--- src/rtl/execute_cycle_if.sv ---
// execute_cycle_if: ID/EX inputs and EX/MEM outputs of the EX stage
//   master: pipeline side driving ID/EX fields and observing EX/MEM
//   slave:  the EX stage itself
interface execute_cycle_if;
  logic        RegWriteE, MemReadE, memtoRegE, MemWriteE, BranchE, ALUSrcE, MulE, FlushE;
  logic [3:0]  ALUControlE;
  logic [1:0]  ForwardAE, ForwardBE;
  logic [31:0] RD1E, RD2E, ImmExtE, PCE, InstrE, ResultW;
  logic        busy_o;
  logic        RegWriteM, MemReadM, memtoRegM, MemWriteM, BranchM, ZeroM;
  logic [31:0] ALUOutM, ReadData2M, InstrM, PCTargetM;
  modport master (
    output RegWriteE, MemReadE, memtoRegE, MemWriteE, BranchE, ALUSrcE, MulE, FlushE,
           ALUControlE, ForwardAE, ForwardBE, RD1E, RD2E, ImmExtE, PCE, InstrE, ResultW,
    input  busy_o, RegWriteM, MemReadM, memtoRegM, MemWriteM, BranchM, ZeroM,
           ALUOutM, ReadData2M, InstrM, PCTargetM
  );
  modport slave (
    input  RegWriteE, MemReadE, memtoRegE, MemWriteE, BranchE, ALUSrcE, MulE, FlushE,
           ALUControlE, ForwardAE, ForwardBE, RD1E, RD2E, ImmExtE, PCE, InstrE, ResultW,
    output busy_o, RegWriteM, MemReadM, memtoRegM, MemWriteM, BranchM, ZeroM,
           ALUOutM, ReadData2M, InstrM, PCTargetM
  );
endinterface

--- src/rtl/execute_cycle.sv ---
// execute_cycle: RV32 EX stage with forwarding, ALU, branch target, iterative MUL and EX/MEM register
//   clk  clock
//   rst  asynchronous active-low reset
//   bus  ID/EX inputs, busy_o stall request, EX/MEM register outputs
module execute_cycle #(
  parameter int MUL_ITER = 32
) (
  input logic clk,
  input logic rst,
  execute_cycle_if.slave bus
);
  localparam int CW = $clog2(MUL_ITER + 1);
  typedef enum logic [1:0] {IDLE, BUSY, DONE} state_t;
  state_t state;
  logic [31:0] srcA, fwdB, srcB, aluRes, res, mcand, mplier, acc;
  logic [CW-1:0] cnt;
  logic capture;
  function automatic logic [31:0] fwd(input logic [31:0] rd, input logic [1:0] sel,
                                      input logic [31:0] w, input logic [31:0] m);
    return sel == 2'b01 ? w : sel == 2'b10 ? m : rd;
  endfunction
  assign srcA = fwd(bus.RD1E, bus.ForwardAE, bus.ResultW, bus.ALUOutM);
  assign fwdB = fwd(bus.RD2E, bus.ForwardBE, bus.ResultW, bus.ALUOutM);
  assign srcB = bus.ALUSrcE ? bus.ImmExtE : fwdB;
  always_comb begin
    aluRes = '0;
    case (bus.ALUControlE)
      4'd0: aluRes = srcA + srcB;
      4'd1: aluRes = srcA - srcB;
      4'd2: aluRes = srcA & srcB;
      4'd3: aluRes = srcA | srcB;
      4'd4: aluRes = srcA ^ srcB;
      4'd5: aluRes = srcA << srcB[4:0];
      4'd6: aluRes = srcA >> srcB[4:0];
      4'd7: aluRes = $signed(srcA) >>> srcB[4:0];
      4'd8: aluRes = {31'b0, $signed(srcA) < $signed(srcB)};
      4'd9: aluRes = {31'b0, srcA < srcB};
      default: aluRes = '0;
    endcase
  end
  assign res = state == DONE ? acc : aluRes;
  // EX/MEM takes a real instruction only from a plain IDLE op or a finished MUL; everything else is a bubble
  assign capture = !bus.FlushE && (state == DONE || (state == IDLE && !bus.MulE));
  assign bus.busy_o = !bus.FlushE && (state == BUSY || (state == IDLE && bus.MulE));
  always_ff @(posedge clk or negedge rst) begin
    if (!rst) begin
      state <= IDLE;
      cnt <= '0;
      mcand <= '0;
      mplier <= '0;
      acc <= '0;
      {bus.RegWriteM, bus.MemReadM, bus.memtoRegM, bus.MemWriteM, bus.BranchM, bus.ZeroM} <= '0;
      bus.ALUOutM <= '0;
      bus.ReadData2M <= '0;
      bus.InstrM <= '0;
      bus.PCTargetM <= '0;
    end else begin
      {bus.RegWriteM, bus.MemReadM, bus.memtoRegM, bus.MemWriteM, bus.BranchM} <= capture ?
        {bus.RegWriteE, bus.MemReadE, bus.memtoRegE, bus.MemWriteE, bus.BranchE} : 5'b0;
      bus.ZeroM <= capture && res == '0;
      bus.InstrM <= capture ? bus.InstrE : '0;
      if (capture) begin
        bus.ALUOutM <= res;
        bus.ReadData2M <= fwdB;
        bus.PCTargetM <= bus.PCE + bus.ImmExtE;
      end
      // Operands are latched on entry because forwarding sources move while IF/ID is stalled
      if (bus.FlushE) state <= IDLE;
      else if (state == IDLE && bus.MulE) begin
        state <= BUSY;
        mcand <= srcA;
        mplier <= srcB;
        acc <= '0;
        cnt <= '0;
      end else if (state == BUSY) begin
        acc <= acc + (mplier[0] ? mcand : 32'd0);
        mcand <= mcand << 1;
        mplier <= mplier >> 1;
        cnt <= cnt + 1'b1;
        if (cnt == CW'(MUL_ITER - 1)) state <= DONE;
      end else if (state == DONE) state <= IDLE;
    end
  end
endmodule
--- src/flat_wrapper.sv ---
// flat-port wrapper written by rule: the top's interface ports become plain ports
module execute_cycle_flat 
#(
  parameter int MUL_ITER = 32
)
  (clk, rst, bus_RegWriteE, bus_MemReadE, bus_memtoRegE, bus_MemWriteE, bus_BranchE, bus_ALUSrcE, bus_MulE, bus_FlushE, bus_ALUControlE, bus_ForwardAE, bus_ForwardBE, bus_RD1E, bus_RD2E, bus_ImmExtE, bus_PCE, bus_InstrE, bus_ResultW, bus_busy_o, bus_RegWriteM, bus_MemReadM, bus_memtoRegM, bus_MemWriteM, bus_BranchM, bus_ZeroM, bus_ALUOutM, bus_ReadData2M, bus_InstrM, bus_PCTargetM);
  execute_cycle_if bus_i ();
  input logic clk;
  input logic rst;
  input wire logic [$bits(bus_i.RegWriteE)-1:0] bus_RegWriteE;
  input wire logic [$bits(bus_i.MemReadE)-1:0] bus_MemReadE;
  input wire logic [$bits(bus_i.memtoRegE)-1:0] bus_memtoRegE;
  input wire logic [$bits(bus_i.MemWriteE)-1:0] bus_MemWriteE;
  input wire logic [$bits(bus_i.BranchE)-1:0] bus_BranchE;
  input wire logic [$bits(bus_i.ALUSrcE)-1:0] bus_ALUSrcE;
  input wire logic [$bits(bus_i.MulE)-1:0] bus_MulE;
  input wire logic [$bits(bus_i.FlushE)-1:0] bus_FlushE;
  input wire logic [$bits(bus_i.ALUControlE)-1:0] bus_ALUControlE;
  input wire logic [$bits(bus_i.ForwardAE)-1:0] bus_ForwardAE;
  input wire logic [$bits(bus_i.ForwardBE)-1:0] bus_ForwardBE;
  input wire logic [$bits(bus_i.RD1E)-1:0] bus_RD1E;
  input wire logic [$bits(bus_i.RD2E)-1:0] bus_RD2E;
  input wire logic [$bits(bus_i.ImmExtE)-1:0] bus_ImmExtE;
  input wire logic [$bits(bus_i.PCE)-1:0] bus_PCE;
  input wire logic [$bits(bus_i.InstrE)-1:0] bus_InstrE;
  input wire logic [$bits(bus_i.ResultW)-1:0] bus_ResultW;
  output wire logic [$bits(bus_i.busy_o)-1:0] bus_busy_o;
  output wire logic [$bits(bus_i.RegWriteM)-1:0] bus_RegWriteM;
  output wire logic [$bits(bus_i.MemReadM)-1:0] bus_MemReadM;
  output wire logic [$bits(bus_i.memtoRegM)-1:0] bus_memtoRegM;
  output wire logic [$bits(bus_i.MemWriteM)-1:0] bus_MemWriteM;
  output wire logic [$bits(bus_i.BranchM)-1:0] bus_BranchM;
  output wire logic [$bits(bus_i.ZeroM)-1:0] bus_ZeroM;
  output wire logic [$bits(bus_i.ALUOutM)-1:0] bus_ALUOutM;
  output wire logic [$bits(bus_i.ReadData2M)-1:0] bus_ReadData2M;
  output wire logic [$bits(bus_i.InstrM)-1:0] bus_InstrM;
  output wire logic [$bits(bus_i.PCTargetM)-1:0] bus_PCTargetM;
  assign bus_i.RegWriteE = bus_RegWriteE;
  assign bus_i.MemReadE = bus_MemReadE;
  assign bus_i.memtoRegE = bus_memtoRegE;
  assign bus_i.MemWriteE = bus_MemWriteE;
  assign bus_i.BranchE = bus_BranchE;
  assign bus_i.ALUSrcE = bus_ALUSrcE;
  assign bus_i.MulE = bus_MulE;
  assign bus_i.FlushE = bus_FlushE;
  assign bus_i.ALUControlE = bus_ALUControlE;
  assign bus_i.ForwardAE = bus_ForwardAE;
  assign bus_i.ForwardBE = bus_ForwardBE;
  assign bus_i.RD1E = bus_RD1E;
  assign bus_i.RD2E = bus_RD2E;
  assign bus_i.ImmExtE = bus_ImmExtE;
  assign bus_i.PCE = bus_PCE;
  assign bus_i.InstrE = bus_InstrE;
  assign bus_i.ResultW = bus_ResultW;
  assign bus_busy_o = bus_i.busy_o;
  assign bus_RegWriteM = bus_i.RegWriteM;
  assign bus_MemReadM = bus_i.MemReadM;
  assign bus_memtoRegM = bus_i.memtoRegM;
  assign bus_MemWriteM = bus_i.MemWriteM;
  assign bus_BranchM = bus_i.BranchM;
  assign bus_ZeroM = bus_i.ZeroM;
  assign bus_ALUOutM = bus_i.ALUOutM;
  assign bus_ReadData2M = bus_i.ReadData2M;
  assign bus_InstrM = bus_i.InstrM;
  assign bus_PCTargetM = bus_i.PCTargetM;
  execute_cycle #(.MUL_ITER(MUL_ITER)) u_core (.clk(clk), .rst(rst), .bus(bus_i));
endmodule
--- config.mk ---
export PLATFORM = sky130hd
export DESIGN_NAME = execute_cycle_flat
export DESIGN_NICKNAME = d
export VERILOG_FILES = /design/src/rtl/execute_cycle_if.sv /design/src/rtl/execute_cycle.sv /design/src/flat_wrapper.sv
export SDC_FILE = /design/constraint.sdc
export NUM_CORES = 1
export LEC_CHECK = 0
export CAP_MARGIN = 20
export CORE_MARGIN = 2
export CORE_UTILIZATION = 40
export CTS_BUF_LIST = sky130_fd_sc_hd__clkbuf_8
export CTS_CLUSTER_SIZE = 12
export DETAILED_ROUTE_END_ITERATION = 16
export GPL_ROUTABILITY_DRIVEN = 1
export PLACE_DENSITY_LB_ADDON = 0.25
export SLEW_MARGIN = 30
export SYNTH_ARGS = -nofsm -noshare
export SYNTH_HDL_FRONTEND = slang
export SYNTH_SLANG_ARGS = --single-unit
--- constraint.sdc ---
create_clock -name clk -period 14.2 [get_ports clk]
set_input_delay 2.13 -clock clk [delete_from_list [all_inputs] [get_ports clk]]
set_output_delay 2.13 -clock clk [all_outputs]
set_load 0.05 [all_outputs]
Word-level counts from Yosys, hierarchy flattened
Cells that the tools add are included.
{"block": "classes", "n_addsub": 5, "magnitude_cmp": 2, "eq_ne": 17, "shifts": 3, "n_mux": 23, "bitwise_logic": 4, "n_reduce_logical": 16}
{"cell": "$mux 32", "count": 14}
{"cell": "$pmux 32 s10", "count": 1}
{"cell": "$add 32x32->32", "count": 3}
{"cell": "$lt 32x32->1", "count": 2}
{"cell": "$and 32x32->32", "count": 1}
{"cell": "$logic_not 32->1", "count": 1}
{"cell": "$or 32x32->32", "count": 1}
{"cell": "$shl 32x5->32", "count": 1}
{"cell": "$shr 32x5->32", "count": 1}
{"cell": "$sshr 32x5->32", "count": 1}
{"cell": "$sub 32x32->32", "count": 1}
{"cell": "$xor 32x32->32", "count": 1}
{"cell": "$eq 4x3->1 const B", "count": 4}
{"cell": "$mux 6", "count": 2}
{"cell": "$mux 2", "count": 5}
{"cell": "$eq 4x2->1 const B", "count": 2}
{"cell": "$eq 4x4->1 const B", "count": 2}
{"cell": "$add 6x1->6 const B", "count": 1}
{"cell": "$eq 2x1->1 const B", "count": 3}
{"cell": "$eq 2x2->1 const B", "count": 3}
{"cell": "$eq 6x5->1 const B", "count": 1}
{"cell": "$logic_and 1x1->1", "count": 5}
{"cell": "$mux 5", "count": 1}
{"cell": "$eq 4x1->1 const B", "count": 1}
{"cell": "other kinds (9)", "count": 12}
{"block": "word_totals", "ff_bits": 238, "inputBits": 210, "out_inout_bits": 135, "elab_cells": 85}

Logic depth before layout (Yosys ltp)
Gate-level depths: netlist of the first run.
{"block": "depth", "ltp_word": 9, "depth_mapped": 26, "mapped_depth_nobuf": 21}

Worst setup path before layout of the first run
No wires, ideal clock.
{"block": "synth_path", "kind": "input to register", "startpoint": "input bus_ForwardBE[1]", "endpoint": "register u_core.bus.ZeroM", "setup_time_ps": 96, "t_arrival_ps": 7219, "t_required_ps": 14104, "slack_ps": 6885, "path_stages": 25, "path_buffers": 7, "cell_sequence": "buf_6 -> mux2_2 -> o22a_1 -> buf_6 -> nand2_8 -> buf_8 -> buf_6 -> buf_6 -> clkbuf_1 -> ha_1 -> buf_2 -> nor2b_1 -> o31ai_2 -> a21oi_1 -> a211oi_1 -> o22ai_1 -> o21ai_0 -> nand2_1 -> or4b_4 -> a2111oi_2 -> nand4_1 -> nor4_2 -> nand4_1 -> or4_1 -> nor4_2"}
{"block": "synth_via", "elab_chain_cells": 9, "elab_cells_between_ends": 19, "cone_classes": "2 x add/sub; 2 x order compare; 2 x eq/ne; 3 x shift; 5 x mux; 3 x bitwise; 2 x reduce/logical"}
{"item": "start, declared", "line_no": "flat_wrapper.sv:20", "source": "input wire logic [$bits(bus_i.ForwardBE)-1:0] bus_ForwardBE;"}
{"item": "$eq 2x2->1", "line_no": "execute_cycle.sv:20", "source": "return sel == 2'b01 ? w : sel == 2'b10 ? m : rd;"}
{"item": "$mux 32", "line_no": "execute_cycle.sv:20"}
{"item": "$mux 32 *", "line_no": "execute_cycle.sv:20"}
{"item": "$mux 32 *", "line_no": "execute_cycle.sv:24", "source": "assign srcB = bus.ALUSrcE ? bus.ImmExtE : fwdB;"}
{"item": "$sub 32x32->32 (tied with other cells)", "line_no": "execute_cycle.sv:29", "source": "4'd1: aluRes = srcA - srcB;"}
{"item": "$pmux 32 s10 *", "line_no": "execute_cycle.sv:27", "source": "case (bus.ALUControlE)"}
{"item": "$mux 32 *", "line_no": "execute_cycle.sv:41", "source": "assign res = state == DONE ? acc : aluRes;"}
{"item": "$logic_not 32->1 *", "line_no": "execute_cycle.sv:60", "source": "bus.ZeroM <= capture && res == '0;"}
{"item": "$logic_and 1x1->1 *", "line_no": "execute_cycle.sv:60"}
{"item": "end signal, assigned", "line_no": "execute_cycle.sv:52", "source": "{bus.RegWriteM, bus.MemReadM, bus.memtoRegM, bus.MemWriteM, bus.BranchM, bus.ZeroM} <= '0;"}
{"item": "end signal, assigned", "line_no": "execute_cycle.sv:60"}
{"item": "end, declared", "line_no": "execute_cycle_if.sv:21", "source": "output busy_o, RegWriteM, MemReadM, memtoRegM, MemWriteM, BranchM, ZeroM,"}
Mark *: on every way between the ends. The rest lies on a longest branch, timed or not.
A chain may end at the register's enable or synchronous reset.

Worst setup path in the final report of the first run
Same ends and word-level chain as after synthesis.

==> summary by stage, run 1 <==
Outcome
The run finished with clean final reports.

Drt
The routed length per placed instance is 27.8 um. For this run, design rule violations remaining after detail routing come to 0. In the routed layout, each cell is associated on average with a via count of 6.23. Detailed routing inserted a total of 26000 vias. The detailed-router iteration count before antenna repair is 6. The total detailed-routing wirelength is 116 mm. The count of antenna-violating nets left after detailed routing is 0. The first routing iteration left 2838 violations.

Synth
When the netlist entered floorplanning its net count stood at 3487. The dominant synthesized flop cell is dfrtp_1. The count of yosys warnings during synthesis is 0.

Counting flops with an async set or reset pin after synthesis yields a share of 1.00. The synthesized design contains 0 enable-type register cells. The synthesized design contains 238 register bits.

The cell count after synthesis is 3107. The count of different cell masters after synthesis is 104. The mean instance size in the synthesized netlist is 7.68 um^2. The sequential area share after synthesis is 0.249.

The cell area after technology mapping is 23900 um^2.

Run
Across the run, the number of max-cap violations was 0.

Placement
Detailed placement ended at an HPWL of 89.4 mm. The number of buffers inserted by port buffering is 344. The routability-driven placement congestion ratio is 1.04. The placed instances occupy a cell area of 28000 um^2. Once placement completed, the tool counted placed cells totaling 4089.

Power and ir drop
The power density normalized to cell area is 166 nW/um^2. The leakage power is 12.8 nW. The switching portion of total power is 0.523. The switching power is 2.52 mW. The internal power of the cells totals 2.29 mW.

The share of total power dissipated in sequential elements is 0.243. Across the VDD grid, the largest voltage drop is 0.129 mV. The sum of internal, switching and leakage power is 4.81 mW.

The share of total power dissipated in the clock network is 0.160. The share of total power dissipated in combinational logic is 0.597.

Finish
The layout cell share with drive strength beyond 1 is 0.0759. The footprint of the multi-input gates is 16600 um^2. The filler cells instantiated in the layout total 5896.

Leaving out fill and tap cells, the most frequent cells in the layout are nand2_1, o21ai_0, clkdlybuf4s50_1. The most frequent standard cell in the layout excluding fill and tap cells is nand2_1. The number of nets in the finished design is 3744. The final standard cell count with taps included and fillers excluded is 4171. The register area is 5960 um^2. The summed area of non-filler cells in the final layout is 29000 um^2.

Compared with the post-synthesis result, the final layout area differs by 21.4%.

Floorplan
The vertical die dimension is 248 um. For this design the top-level I/O count stands at 345. The total area inside the core boundary comes to 59000 um^2. The horizontal die dimension is 248 um. For this configuration, the core starts out at a cell density of 0.405. The floorplan has 89 rows. The floorplan step defined a die boundary enclosing 61700 um^2.

GRT
The wire length of the first global-routing pass is 168 mm. The aggregate global routing overflow is 0. Across every metal layer, demand over resource in global routing totals 0.368. The pin count of the biggest net entering global routing is 90.

The initial antenna violation count is 4. The number of global-route vias before repair came to 24500.

Clock network
Counting every sink on the clock net gives 238. For this design, the CTS-stage hold fixing added 0 buffers. The clock reaches the later pin of the worst-skew pair after 680 ps. The total CTS buffers is 46.

The clock transition at the registers of the reported paths is 60 ps. CTS built an H-tree with a depth of 2. The TritonCTS clock tree is built. Once the clock tree was built, the setup fixing pass inserted 0 buffers.

Post-CTS repair changed the size of 0 cells. The clock tree root buffer cell is clkbuf_8. The clock passes through at most 3 buffers.

Timing
Setup violations remaining at the end of the flow were counted as 0. The shortest clock period the worst path allows after layout is 8440 ps. In the finished design, the share of the clock period the worst path needs comes to 0.594. The max-slew violation total from the final report is 0. The final hold violation count was 0. The final total negative setup slack is 0 ps.

For this run, the top clock speed supported by timing is 118 MHz. Setup repair after global routing left no endpoint under its margin. The setup clock skew after layout is 57.7 ps. At the pin with the least slew margin, the transition time is 1020 ps. The tightest slew margin relative to the limit is 0.303.

Setup path
At the worst endpoint, the required time is 14760 ps. The kind of start point of the critical path is an input port. For the worst setup path, the data arrival time is 9000 ps. In this run the worst path has a maximum fanout of 56. STA classifies the critical path endpoint as a register. The setup path with the least slack is of type input port to register.

Min path
The worst hold path belongs to the class register to register.
synth_stat cells (all sizes together), types with 9 or more instances:
cell / instances / area share
dfrtp: 238 / 0.25
or3: 12 / 0.0031
o31ai: 19 / 0.0062
a211o: 10 / 0.0037
nand2: 430 / 0.068
buf: 71 / 0.017
a32oi: 9 / 0.0033
a211oi: 28 / 0.0088
a21o: 33 / 0.010
nand3: 92 / 0.019
xor2: 38 / 0.014
o21a: 19 / 0.0060
a221o: 12 / 0.0050
xnor2: 29 / 0.011
nand2b: 35 / 0.0092
nor4: 20 / 0.0058
a21oi: 238 / 0.050
a31oi: 26 / 0.0068
inv: 113 / 0.018
nor2: 186 / 0.029
o221ai: 18 / 0.0073
nor2b: 24 / 0.0064
or2: 11 / 0.0029
mux2i: 164 / 0.069
nor3: 49 / 0.010
nand4: 14 / 0.0037
a22oi: 72 / 0.023
o211ai: 56 / 0.018
clkbuf: 140 / 0.022
and2: 89 / 0.023
ha: 166 / 0.087
o21bai: 17 / 0.0053
a22o: 10 / 0.0037
o22ai: 35 / 0.0092
and3: 14 / 0.0037
a221oi: 15 / 0.0055
mux2: 41 / 0.020
o21ai: 368 / 0.078
cells by family after synthesis:
group,share of synthesized area
AO/OA/AOI/OAI,0.295
AND/OR/NAND/NOR,0.195
buffers and inverters,0.0569
flip-flops,0.249
multiplexers,0.0886
adder cells (fa/ha/maj),0.0904
XOR/XNOR,0.0246
sequential cells by signal (all words and copies together) (netlist names):
signal	cells
u_core.bus.MemWriteM	1
u_core.bus.ReadData2M	32
u_core.bus.PCTargetM	32
u_core.bus.ALUOutM	32
u_core.bus.memtoRegM	1
u_core.state	2
u_core.bus.ZeroM	1
u_core.cnt	6
u_core.mcand	32
u_core.acc	32
u_core.bus.RegWriteM	1
u_core.bus.InstrM	32
u_core.bus.MemReadM	1
u_core.mplier	32
u_core.bus.BranchM	1
metal layers:
metal	wire length (um)	global-route usage
met1	49900	0.506
met5	0	0
met2	48400	0.548
met3	11700	0.0840
met4	5900	0.165
power groups by stage:
stage | logic (mW) | clock network (mW) | registers [mW]
2_1_floorplan | 1.35 | 0 | 1.57
3_3_place_gp | 2.81 | 0 | 1.17
3_5_place_dp | 2.81 | 0 | 1.17
4_1_cts | 2.82 | 0.788 | 1.16
5_1_grt | 3.07 | 0.813 | 1.20
6_report | 2.87 | 0.770 | 1.17
per-stage QoR:
step / setup WS [ps] / utilization / hold WS [ps]
final: 5760 / 0.491 / 468
after global routing: 5450 / 0.491 / 498
after CTS: 5870 / 0.491 / 469
after detailed placement: 5170 / 0.474 / 456
after global placement: 5280 / 0.474 / 452
after floorplan: 6880 / - / 450
layout make-up:
class / instances / share of cell area
Clock buffer: 59 / 0.0280
Multi-Input combinational cell: 2544 / 0.574
Timing Repair Buffer: 420 / 0.138
Tap cell: 773 / 0.0334
Sequential cell: 238 / 0.205
Antenna cell: 1 / 0.0000863
Clock inverter: 22 / 0.00652
Inverter: 114 / 0.0148
worst max-delay path: stages:
cell       delay, ps
buf_4            160
buf_4            670
mux2_4           330
a2bb2oi_4        490
nand2_2          120
inv_2             70
buf_4            420
ha_1             300
inv_1             70
fa_1             470
o21bai_1         210
o211ai_1         150
a21oi_1          400
a31o_1           230
o22ai_1           80
o21ai_0          260
nand2_1           90
or4b_4           560
a2111oi_2        310
nand4_1          270
nor4_2           220
nand4_1          160
or4_1            570
nor4_2           210
worst paths after layout:
path                                     startpoint                       end  slack, ps  depth (start not counted)
max                                bus_ForwardBE[1]          u_core.bus.ZeroM       5760                         24
min                        u_core.bus.PCTargetM[22]  u_core.bus.PCTargetM[22]        470                          2
max reg2reg                   u_core.bus.ALUOutM[0]          u_core.bus.ZeroM       7510                         22
min reg2reg                u_core.bus.PCTargetM[22]  u_core.bus.PCTargetM[22]        470                          2
max in group asynchronous                       rst            u_core.acc[29]      11430                          2
min in group asynchronous                       rst     u_core.bus.InstrM[22]       1450                          1
No activity file was read; power rests on OpenSTA's default activity.
==> run 2: changes to the inputs <==
Clock period 14.2 ns to 8.7 ns, I/O delays scaled along.
==> run 2 against run 1 <==
  * Utilization down 0.070 points
  * Sequential power grew 62%
  * Routed wire length shrank 4.3%
  * Final cell count is 0.12% higher
  * Non-clock buffer count down 2
  * Sequential share of layout area is essentially flat
  * Largest cell class unchanged
  * Largest power group unchanged
==> summary by stage, run 2 (synthesis gave the netlist of run 1 again) <==
Drt
The detailed-router iteration count before antenna repair is 8 (was 6). The number of DRC violations after detailed routing is 0 (unchanged). The count of antenna-violating nets left after detailed routing was 0 (unchanged).

The DRC violation total after the first TritonRoute iteration is 3450 (was 2838). The total detailed-routing wirelength is 111 mm (was 116 mm). The routed length per placed instance is 26.6 um (was 27.8 um). The via count came to 26300 (was 26000). The average vias per placed instance came to 6.29 (was 6.23).

Power and ir drop
The switching portion of total power was 0.525 (was 0.523). The cell-internal power is 3.68 mW (was 2.29 mW). The leakage power was 12.8 nW (about the same). The share of total power in combinational logic came to 0.602 (was 0.597). The power density normalized to cell area is 268 nW/um^2 (was 166 nW/um^2).

The sum of internal, switching and leakage power is 7.76 mW (was 4.81 mW). The clock network fraction of total power is 0.153 (was 0.160). The peak supply drop is 0.222 mV (was 0.129 mV). The share of power burned in registers was 0.245 (was 0.243). The switching power is 4.07 mW (was 2.52 mW).

Outcome
Result of the run: complete, no violations (unchanged).

Setup path
The highest-delay cell along the critical path is o41ai_1 (was buf_4). The maximum fanout count along the critical path is 23 (was 56). The data arrival time of the worst path is 7450 ps (was 9000 ps). The worst endpoint required time is 9250 ps (was 14760 ps).

The kind of start point of the critical path is an input port (unchanged). The kind of critical path is input port to register (unchanged). Cells along the critical path: clkdlybuf4s50_1 -> inv_1 -> o21ai_0 -> nor2_1 -> a21oi_1 -> inv_1 -> ha_1 -> nor2_1 -> a21oi_1 -> o21ai_0 -> o41ai_1 -> o21bai_1 -> xnor2_1 -> o22ai_1 -> o21ai_0 -> nand2_1 -> nor4_1 -> nand4_1 -> or4_1 -> nor4_2 (was buf_4 -> buf_4 -> mux2_4 -> a2bb2oi_4 -> nand2_2 -> inv_2 -> buf_4 -> ha_1 -> inv_1 -> fa_1 -> o21bai_1 -> o211ai_1 -> a21oi_1 -> a31o_1 -> o22ai_1 -> o21ai_0 -> nand2_1 -> or4b_4 -> a2111oi_2 -> nand4_1 -> nor4_2 -> nand4_1 -> or4_1 -> nor4_2).

The endpoint type of the worst setup path is a register (unchanged). The largest stage delay on the critical path came to 680 ps (was 670 ps). The most frequent cell on the critical path is o21ai_0 (was buf_4).

Timing
Setup repair after global routing missed its margin: false (unchanged). Static timing analysis puts the maximum clock frequency at 145 MHz. The max-slew violation total from the final report was 0 (unchanged). Subtracting the final worst setup slack from the clock period gives 6910 ps. The worst hold slack is 468 ps (about the same). The count of final setup violators came to 0 (unchanged). The final hold violation count is 0 (unchanged). The final total negative setup slack was 0 ps (unchanged). The tightest slew margin relative to the limit is 0.262 (was 0.303). The measured slew at the worst slew-check pin is 1100 ps (was 1020 ps). The post-route clock period utilization is 0.794. The setup clock skew after layout is 21.1 ps (was 57.7 ps).

Finish
The number of fillers in the final layout is 5869 (was 5896). The layout cell share with drive strength beyond 1 is 0.0742 (was 0.0759). The number of nets in the finished design came to 3743 (was 3744). The utilization of the core after routing is 0.491 (about the same). The most frequent standard cell in the layout excluding fill and tap cells is nand2_1 (unchanged). The synthesis-to-finish area growth is 21.3% (was 21.4%). The summed area of non-filler cells in the final layout is 28900 um^2 (was 29000 um^2). Most used cells in the layout excluding fill and tap cells: nand2_1, o21ai_0, clkdlybuf4s50_1 (unchanged).

Clock network
The number of setup buffers added after CTS is 0 (unchanged). The number of clock sinks seen by CTS is 238 (unchanged). The maximum count of clock buffers along a single path is 3 (unchanged).

The number of buffers inserted for hold repair after clock tree synthesis is 0 (unchanged). The count of cells resized by post-cts repair is 0 (unchanged). The TritonCTS clock tree is built (unchanged). The total CTS buffers is 47 (was 46). The maximum level of the CTS H-tree came to 2 (unchanged). The clock insertion delay at the later pin of the skew report is 650 ps (was 680 ps). The clock transition at the registers of the reported paths is 60 ps (about the same). The clock tree root buffer cell is clkbuf_8 (unchanged).

GRT
The wire length of the first global-routing pass was 162 mm (was 168 mm). The initial antenna violation count was 7 (was 4). The total routing resource utilization after global routing is 0.348 (was 0.368).

The number of global-route vias before repair was 24400 (was 24500). The pin count of the biggest net entering global routing is 161 (was 90). The aggregate global routing overflow came to 0 (unchanged).

Placement
The HPWL after detailed placement came to 84.7 mm (was 89.4 mm). The number of buffers inserted by port buffering was 344 (unchanged). The post-detailed-placement cell area is 28000 um^2 (about the same).

The routability-driven placement congestion ratio came to 1.12 (was 1.04).

Floorplan
The core area is 59000 um^2 (unchanged). The die outline area was 61700 um^2 (unchanged). The number of placement rows is 89 (unchanged).

The vertical die dimension is 248 um (unchanged). The top-level port count is 345 (unchanged). The horizontal die dimension is 248 um (unchanged). The initial core utilization is 0.405 (unchanged).

Run
The max-cap violation count is 0 (unchanged).

Min path
The class of the tightest hold or removal check is register to register (unchanged).
-- run 2: changes by cell type in the layout (fill, tap and decap cells not counted), moves of 2 or more --
cell and delta:
buf_4 -4, buf_12 +2, inv_1 +6, diode_2 +4
bufinv_16 -2, clkinv_2 +2
-- run 2: routing by layer --
metal  GRT usage  share of wire
met2       0.516           0.42
met5           0        0.00029
met1       0.468           0.41
met3      0.0865           0.12
met4       0.172          0.056
-- run 2: stage by stage --
stage          worst slack, ps  instances
2_1_floorplan             2210       3107
3_3_place_gp              1430       4087
3_5_place_dp              1270       4087
4_1_cts                   1930       4171
5_1_grt                   1340       4174
6_report                  1790       4176
-- run 2: area by class of cell --
class / count / area (um^2) / share of cell area
repair buffers: 418 / 4000 / 0.138
well taps: 773 / 967 / 0.0334
clock buffers: 58 / 798 / 0.0276
multi-input cells: 2544 / 16600 / 0.574
clock inverters: 26 / 150 / 0.00519
inverters: 114 / 430 / 0.0149
diodes: 5 / 12.5 / 0.000432
flip-flops and latches: 238 / 5960 / 0.206
-- run 2: power groups by stage --
stage | Combinational (mW) | Clock (mW) | Sequential (mW)
CTS | 4.56 | 1.21 | 1.89
floorplan | 2.21 | 0 | 2.56
global placement | 4.55 | 0 | 1.89
finish | 4.67 | 1.18 | 1.90
global route | 4.96 | 1.26 | 1.95
detailed placement | 4.55 | 0 | 1.90
-- run 2: worst max-delay path, delay by kind of cell --
| kind | cells | cell delay, ps |
|---|---|---|
| xor gates and xnor gates | 1 | 220 |
| and+or+nand+nor | 7 | 1540 |
| buffers and inverters | 3 | 1190 |
| adders and majority gates | 1 | 600 |
| AOI/OAI and AO/OA | 8 | 2570 |
-- run 2: path summary, 6_finish.rpt --
| path | start | endpoint | slack (ps) | depth (start not counted) |
|---|---|---|---|---|
| min in group asynchronous | rst | u_core.bus.InstrM[16] | 680 | 1 |
| min | u_core.bus.PCTargetM[13] | u_core.bus.PCTargetM[13] | 470 | 2 |
| max reg2reg | u_core.bus.ALUOutM[0] | u_core.bus.ZeroM | 2580 | 20 |
| max in group asynchronous | rst | u_core.mcand[28] | 6670 | 2 |
| min reg2reg | u_core.bus.PCTargetM[13] | u_core.bus.PCTargetM[13] | 470 | 2 |
| max | bus_ForwardBE[0] | u_core.bus.ZeroM | 1790 | 20 |
